File: src/rtl/imm_gen_pipe.sv
// Pipelined RV32I/RV64I immediate generator: combinational decode feeding a DEPTH-entry output FIFO.
// Optional IMM_GEN_CSR_EN macro enables CSR zimm (type Z) decoding for opcode 1110011.
module imm_gen_pipe #(
  parameter int unsigned XLEN  = 32,
  parameter int unsigned DEPTH = 2,
  parameter int unsigned TAG_W = 32
) (
  input  logic             clk,
  input  logic             rst_n,
  input  logic             flush,
  input  logic             in_valid,
  output logic             in_ready,
  input  logic [31:0]      inst_code,
  input  logic [TAG_W-1:0] in_tag,
  output logic             out_valid,
  input  logic             out_ready,
  output logic [XLEN-1:0]  imm_out,
  output logic [2:0]       imm_type,
  output logic             imm_err,
  output logic [TAG_W-1:0] out_tag
);

  localparam int unsigned PW = $clog2(DEPTH);

  typedef enum logic [2:0] {
    IMM_NONE = 3'd0,
    IMM_I    = 3'd1,
    IMM_S    = 3'd2,
    IMM_B    = 3'd3,
    IMM_U    = 3'd4,
    IMM_J    = 3'd5,
    IMM_Z    = 3'd6,
    IMM_RSVD = 3'd7
  } imm_fmt_e;

  imm_fmt_e          dec_type;
  logic [31:0]       imm32;
  logic [XLEN-1:0]   dec_imm;
  logic              dec_err;

  logic [XLEN-1:0]   mem_imm  [DEPTH];
  logic [2:0]        mem_type [DEPTH];
  logic              mem_err  [DEPTH];
  logic [TAG_W-1:0]  mem_tag  [DEPTH];

  logic [PW-1:0]     rd_ptr;
  logic [PW-1:0]     wr_ptr;
  logic [PW:0]       count;
  logic              push;
  logic              pop;

  // Every format is first built as a 32-bit value sign-extended from inst[31], then widened to XLEN.
  always_comb begin
    dec_type = IMM_NONE;
    imm32    = '0;
    dec_imm  = '0;
    dec_err  = (inst_code[1:0] != 2'b11);
    case (inst_code[6:0])
      7'b0000011, 7'b0010011, 7'b1100111: begin
        dec_type = IMM_I;
        imm32    = {{20{inst_code[31]}}, inst_code[31:20]};
      end
      7'b0011011: begin
        if (XLEN == 64) begin
          dec_type = IMM_I;
          imm32    = {{20{inst_code[31]}}, inst_code[31:20]};
        end
      end
      7'b0100011: begin
        dec_type = IMM_S;
        imm32    = {{20{inst_code[31]}}, inst_code[31:25], inst_code[11:7]};
      end
      7'b1100011: begin
        dec_type = IMM_B;
        imm32    = {{19{inst_code[31]}}, inst_code[31], inst_code[7],
                    inst_code[30:25], inst_code[11:8], 1'b0};
      end
      7'b0110111, 7'b0010111: begin
        dec_type = IMM_U;
        imm32    = {inst_code[31:12], 12'b0};
      end
      7'b1101111: begin
        dec_type = IMM_J;
        imm32    = {{11{inst_code[31]}}, inst_code[31], inst_code[19:12],
                    inst_code[20], inst_code[30:21], 1'b0};
      end
`ifdef IMM_GEN_CSR_EN
      7'b1110011: begin
        if (inst_code[14:12] inside {3'b101, 3'b110, 3'b111}) begin
          dec_type = IMM_Z;
        end
      end
`endif
      default: ;
    endcase
    if (dec_type == IMM_Z) begin
      dec_imm      = '0;
      dec_imm[4:0] = inst_code[19:15];
    end else begin
      dec_imm       = {XLEN{imm32[31]}};
      dec_imm[31:0] = imm32;
    end
  end

  assign in_ready  = (count < (PW+1)'(DEPTH));
  assign out_valid = (count != '0);
  assign push      = in_valid & in_ready;
  assign pop       = out_valid & out_ready;

  // Storage is reset too so the outputs read as zero while in reset.
  always_ff @(posedge clk or negedge rst_n) begin
    if (!rst_n) begin
      count  <= '0;
      rd_ptr <= '0;
      wr_ptr <= '0;
      for (int unsigned i = 0; i < DEPTH; i++) begin
        mem_imm[PW'(i)]  <= '0;
        mem_type[PW'(i)] <= '0;
        mem_err[PW'(i)]  <= 1'b0;
        mem_tag[PW'(i)]  <= '0;
      end
    end else if (flush) begin
      count  <= '0;
      rd_ptr <= '0;
      wr_ptr <= '0;
    end else begin
      if (push) begin
        mem_imm[wr_ptr]  <= dec_imm;
        mem_type[wr_ptr] <= dec_type;
        mem_err[wr_ptr]  <= dec_err;
        mem_tag[wr_ptr]  <= in_tag;
        wr_ptr           <= wr_ptr + PW'(1);
      end
      if (pop) begin
        rd_ptr <= rd_ptr + PW'(1);
      end
      case ({push, pop})
        2'b10:   count <= count + (PW+1)'(1);
        2'b01:   count <= count - (PW+1)'(1);
        default: count <= count;
      endcase
    end
  end

  assign imm_out  = mem_imm[rd_ptr];
  assign imm_type = mem_type[rd_ptr];
  assign imm_err  = mem_err[rd_ptr];
  assign out_tag  = mem_tag[rd_ptr];

endmodule

File: config.mk
export PLATFORM = sky130hd
export DESIGN_NAME = imm_gen_pipe
export DESIGN_NICKNAME = d
export VERILOG_FILES = /design/src/rtl/imm_gen_pipe.sv
export SDC_FILE = /design/constraint.sdc
export NUM_CORES = 1
export LEC_CHECK = 0
export CAP_MARGIN = 20
export CORE_MARGIN = 4
export CORE_UTILIZATION = 46
export DETAILED_ROUTE_END_ITERATION = 10
export PLACE_DENSITY = 0.78
export SLEW_MARGIN = 20
export SYNTH_ARGS = -nofsm -noshare
export SYNTH_HDL_FRONTEND = slang
export SYNTH_SLANG_ARGS = --single-unit
File: constraint.sdc
create_clock -name clk -period 2 [get_ports clk]
set_input_delay 0.3 -clock clk [delete_from_list [all_inputs] [get_ports clk]]
set_output_delay 0.3 -clock clk [all_outputs]
set_load 0.02 [all_outputs]
# Word level (Yosys, flattened, before mapping)
# Index checks and enable logic that the tools add are counted.
[totals]
word_cells = 75
output_inout_bits = 70
regBits = 140
[classes]
n_reduce_logical = 8
magnitude_cmp = 4
n_mux = 31
addsub = 4
bitwise = 5
n_eq_ne = 12
[ops]
columns = ["operator", "count"]
rows = [
  ["$mux 32", 8],
  ["$pmux 32 s5", 1],
  ["$bwmux 64", 2],
  ["$demux 32 s1", 1],
  ["$eq 7x7->1 const B", 3],
  ["$pmux 3 s5", 1],
  ["$eq 7x5->1 const B", 2],
  ["$eq 7x6->1 const B", 2],
  ["$mux 3", 4],
  ["$mux 1", 8],
  ["$eq 7x2->1 const B", 1],
  ["$bwmux 6", 1],
  ["$reduce_bool 2->1", 3],
  ["$ge 2x2->1 const B", 2],
  ["$not 1->2", 2],
  ["$pmux 2 s2", 1],
  ["$demux 3 s1", 1],
  ["$eq 3x3->1 const B", 1],
  ["$reduce_bool 3->1", 1],
  ["$reduce_or 3->1", 1],
  ["$add 1x1->1 const B", 2],
  ["$add 2x1->2 const B", 1],
  ["$and 1x1->1", 2],
  ["$bwmux 2", 1],
  ["12 further kinds", 12],
]

# Depth between registers and ports, before layout
[logic_depth]
ltp_word = 6
mapped_depth = 7
mapped_depth_nobuf = 4

# Least setup slack after synthesis
# OpenSTA, ideal clock, no wires.
[synth_timing]
path_type = "register to output"
start = "register rd_ptr"
end = "output out_tag[12]"
t_required_ps = 1700
t_arrival_ps = 1477
path_stages_with_launch = 5
n_path_buf = 3
slack_ps = 223
path_cell_list = "dfrtp_1 > clkbuf_1 > buf_2 > buf_1 > mux2_2"
[synth_between]
elab_chain_len = 4
[synth_lines]
columns = ["element", "line_no", "text"]
rows = [
  ["from (decl)", "46", "logic [PW-1:0] rd_ptr;"],
  ["from (signal assigned)", "135", "rd_ptr <= rd_ptr + PW'(1);"],
  ["$not 1->2 (not written as such)", "148", "assign out_tag = mem_tag[rd_ptr];"],
  ["$mux 32 (not written as such) (3 in series)", "148", ""],
  ["to (decl)", "20", "output logic [TAG_W-1:0] out_tag"],
]
# No other way between the ends. The select of a mux whose other input is x is not followed.

# Worst setup path in the final report
[layout_timing]
start = "register rd_ptr"
end = "output imm_out[24]"
[layout_between]
elab_chain_len = 4
[layout_lines]
columns = ["element", "line_no", "text"]
rows = [
  ["$not 1->2 (not written as such)", "145", "assign imm_out = mem_imm[rd_ptr];"],
  ["$mux 32 (not written as such) (3 in series)", "145", ""],
  ["to (decl)", "17", "output logic [XLEN-1:0] imm_out,"],
]
# No other way between the ends. The select of a mux whose other input is x is not followed.

==> impl_metrics.ini <==
[run_status]
status = completed

[placed_design]
placed_cell_area_um2 = 8210
gp_congestion = 0.853
dp_hpwl_um = 11700
pre_cts_slack_ns = -0.204
portBuffers = 138

[finish]
layout.nets = 876
fill_cells = 1071
drive_above_1_share = 0.272
seq_area_um2 = 3500
multi_input_area_um2 = 2730
antennaDiodeCount = 0
syn2layout_area_growth_pct = 33.0
fin_area_um2 = 8570

[power_and_ir_drop]
clkPwrFrac = 0.347
swShare = 0.298
ir_worst_vdd_v = 0.000581
combPwrFrac = 0.235
finalPower_mw = 8.72
powerDensity_nw_per_um2 = 1020
power.switching_mw = 2.60
leakage_nw = 4.23
intPower_mw = 6.12
power_frac_seq = 0.418

[synth]
ys_ff_latch = 140
synth.most_common_cell = nand2_1
synth.top_cell.area_share = 0.544
syn_avg_cell_area_um2 = 9.96
syn_area_um2 = 6440
synth_edf_count = 0
synth_fp_nets = 716
synthCells = 647
synth_top_cell_by_area = dfrtp_1
ys_seq_area_frac = 0.544
yosys.cell_types.count = 42
postSynth.asyncResetShare = 1.00
synth_common_cells = 227 x nand2_1, 140 x dfrtp_1, 68 x mux2_2
synth_top_flop_cell = dfrtp_1
yosysWarnings = 0
synth_area_leaders = dfrtp_1 54%, nand2_1 13%, mux2_2 12%, a221o_1 3.7%, a31oi_1 2.4%

[min_path]
hp-class = input port to async pin

[setup_path]
rrSetupSlack_ns = 0.13
start_kind = register
crit_path_end_kind = output pin
worst_path_max_delay_cell = dfrtp_2
crit_type = register to output pin
path_cells = buf_4 > buf_4 > mux2_2 > clkdlybuf4s15_2
crit_top_cell = buf_4
cp.arrival_ns = 1.65
reg2reg_depth = 4
worstReg2RegEnd = mem_imm[15]$_DFFE_PN0P_
cp_max_fo = 4
required_ns = 1.70
reg2reg_from = count[1]$_DFFE_PN0P_
slowest_delay_ns = 0.42

[global_route]
grt_pass1_wl_um = 27900
grt_overflow_total = 0
antenna_found_initial = 0
grt_start_max_net_pins = 50
grt_pass1_vias = 5611
grt_usage = 0.215

[clock_tree]
clk_latency_ns = 0.41
root_buffer = clkbuf_16
cts.sink_count = 140
clk_pin_slew_ns = 0.06
cts_max_path_buffers = 2
cts_tree = done
htree_levels = 4
cts_buffers = 17

[sta]
rsz0062_at_grt = yes
slew-limit-headroom = 0.461
fmaxAchievable_ghz = 0.513
worst_slack_ns = 0.0522
finalCriticalPeriod_ns = 1.95
slew_viol_final = 0
worstMarginPinSlew_ns = 0.806
clock_skew_ns = 0.0133
setup_tns_ns = 0
setup_violations = 0
min_period_over_period = 0.974
hold_viol_final = 0

[floorplanning]
fp.dieH_um = 126
ios = 139
die_w_um = 126
start_util = 0.477
coreArea_um2 = 13500
dieArea_um2 = 16000
num_rows = 42

[routing]
first_pass_iters = 5
drt_iter0_drc = 598
num_vias = 5522
routedWlPerCell_um = 17.8
ant_nets = 0
drc_errors = 0
viasPerCell = 5.55
routed_wl_um = 17700

[job]
max_cap_viol_count = 0
## per-stage QoR
step	hold WS (ns)	std cells	utilization
CTS	0.416	992	0.647
floorplan	0.00441	647	-
global placement	0.263	955	0.608
detailed placement	0.266	955	0.608
global route	0.437	995	0.635
finish	0.391	995	0.635
## state kept, by name, indices dropped and copies added, names as in the netlist
| name | count |
|---|---|
| count | 2 |
| mem_err | 2 |
| mem_imm | 64 |
| mem_tag | 64 |
| mem_type | 6 |
| rd_ptr | 1 |
| wr_ptr | 1 |
## worst max-delay path: cells and delay by family (launching register included)
| family | cells | cell delay, ns |
|---|---|---|
| buffers and inverters | 3 | 0.56 |
| DFF | 1 | 0.42 |
| muxes | 1 | 0.26 |
## cells by family after synthesis
kind of cell           after synthesis  share of synthesized area
AND/OR/NAND/NOR                    298                      0.193
flip-flops                         140                      0.544
AO/OA/AOI/OAI                       88                      0.105
multiplexers                        69                      0.120
buffers and inverters               50                     0.0355
XOR/XNOR                             2                    0.00272
## power groups by stage
stage	clock network, mW	registers (mW)	logic (mW)
finish	3.03	3.65	2.05
global route	3.19	3.71	2.23
CTS	3.03	3.64	2.12
detailed placement	0	3.69	2.23
global placement	0	3.64	2.18
floorplan	0	3.60	1.28
## layer usage
layer | track usage | vias up | part of all wire
met3 | 0.0500 | 28 | 0.053
li1 | - | 2528 | -
met5 | 0 | - | 0
met4 | 0.0612 | 0 | 0.016
met2 | 0.364 | 208 | 0.51
met1 | 0.277 | 2758 | 0.42
## area by class of cell
type                    count  share of cell area
clock buffers              19              0.0517
clock inverters            12              0.0145
inverters                   8             0.00350
multi-input cells         457               0.318
flip-flops and latches    140               0.409
well taps                 176              0.0257
repair buffers            183               0.178
## layout by cell type (no fill, tap or decap), drive strengths merged, types with 4 or more instances in the layout
| cell type | instances |
|---|---|
| a221o | 24 |
| a21o | 5 |
| buf | 104 |
| nand2 | 227 |
| clkbuf | 27 |
| nor2 | 35 |
| clkinv | 6 |
| o21ai | 10 |
| inv | 8 |
| a31oi | 25 |
| dfrtp | 140 |
| clkinvlp | 4 |
| o31ai | 12 |
| clkdlybuf4s50 | 68 |
| and2 | 10 |
| mux2 | 68 |
| a21oi | 8 |
## how the worst max path moves through the flow
| stage | startpoint | endpoint | slack [ns] | cells past startpoint |
|---|---|---|---|---|
| 2_1_floorplan | rd_ptr$_DFFE_PN0P_ | out_tag[12] | 0.22 | 4 |
| 3_3_place_gp | in_valid | mem_imm[12]$_DFFE_PN0P_ | -0.09 | 5 |
| 3_5_place_dp | inst_code[2] | mem_imm[38]$_DFFE_PN0P_ | -0.20 | 5 |
| 4_1_cts | rd_ptr$_DFFE_PN0P_ | out_tag[12] | -0.003 | 4 |
| 5_1_grt | count[1]$_DFFE_PN0P_ | mem_imm[18]$_DFFE_PN0P_ | 0.003 | 4 |
| 6_report | rd_ptr$_DFFE_PN0P_ | imm_out[24] | 0.05 | 4 |
## what timing repair did
action,in CTS,in global routing
endpoints found under the hold margin,44,0
resized for setup,226,43
cloned,0,3
setup endpoints to repair,68,42
setup buffers,5,0
pin swaps,0,0
hold buffers,1,0
Power figures use the tool's default switching activity.
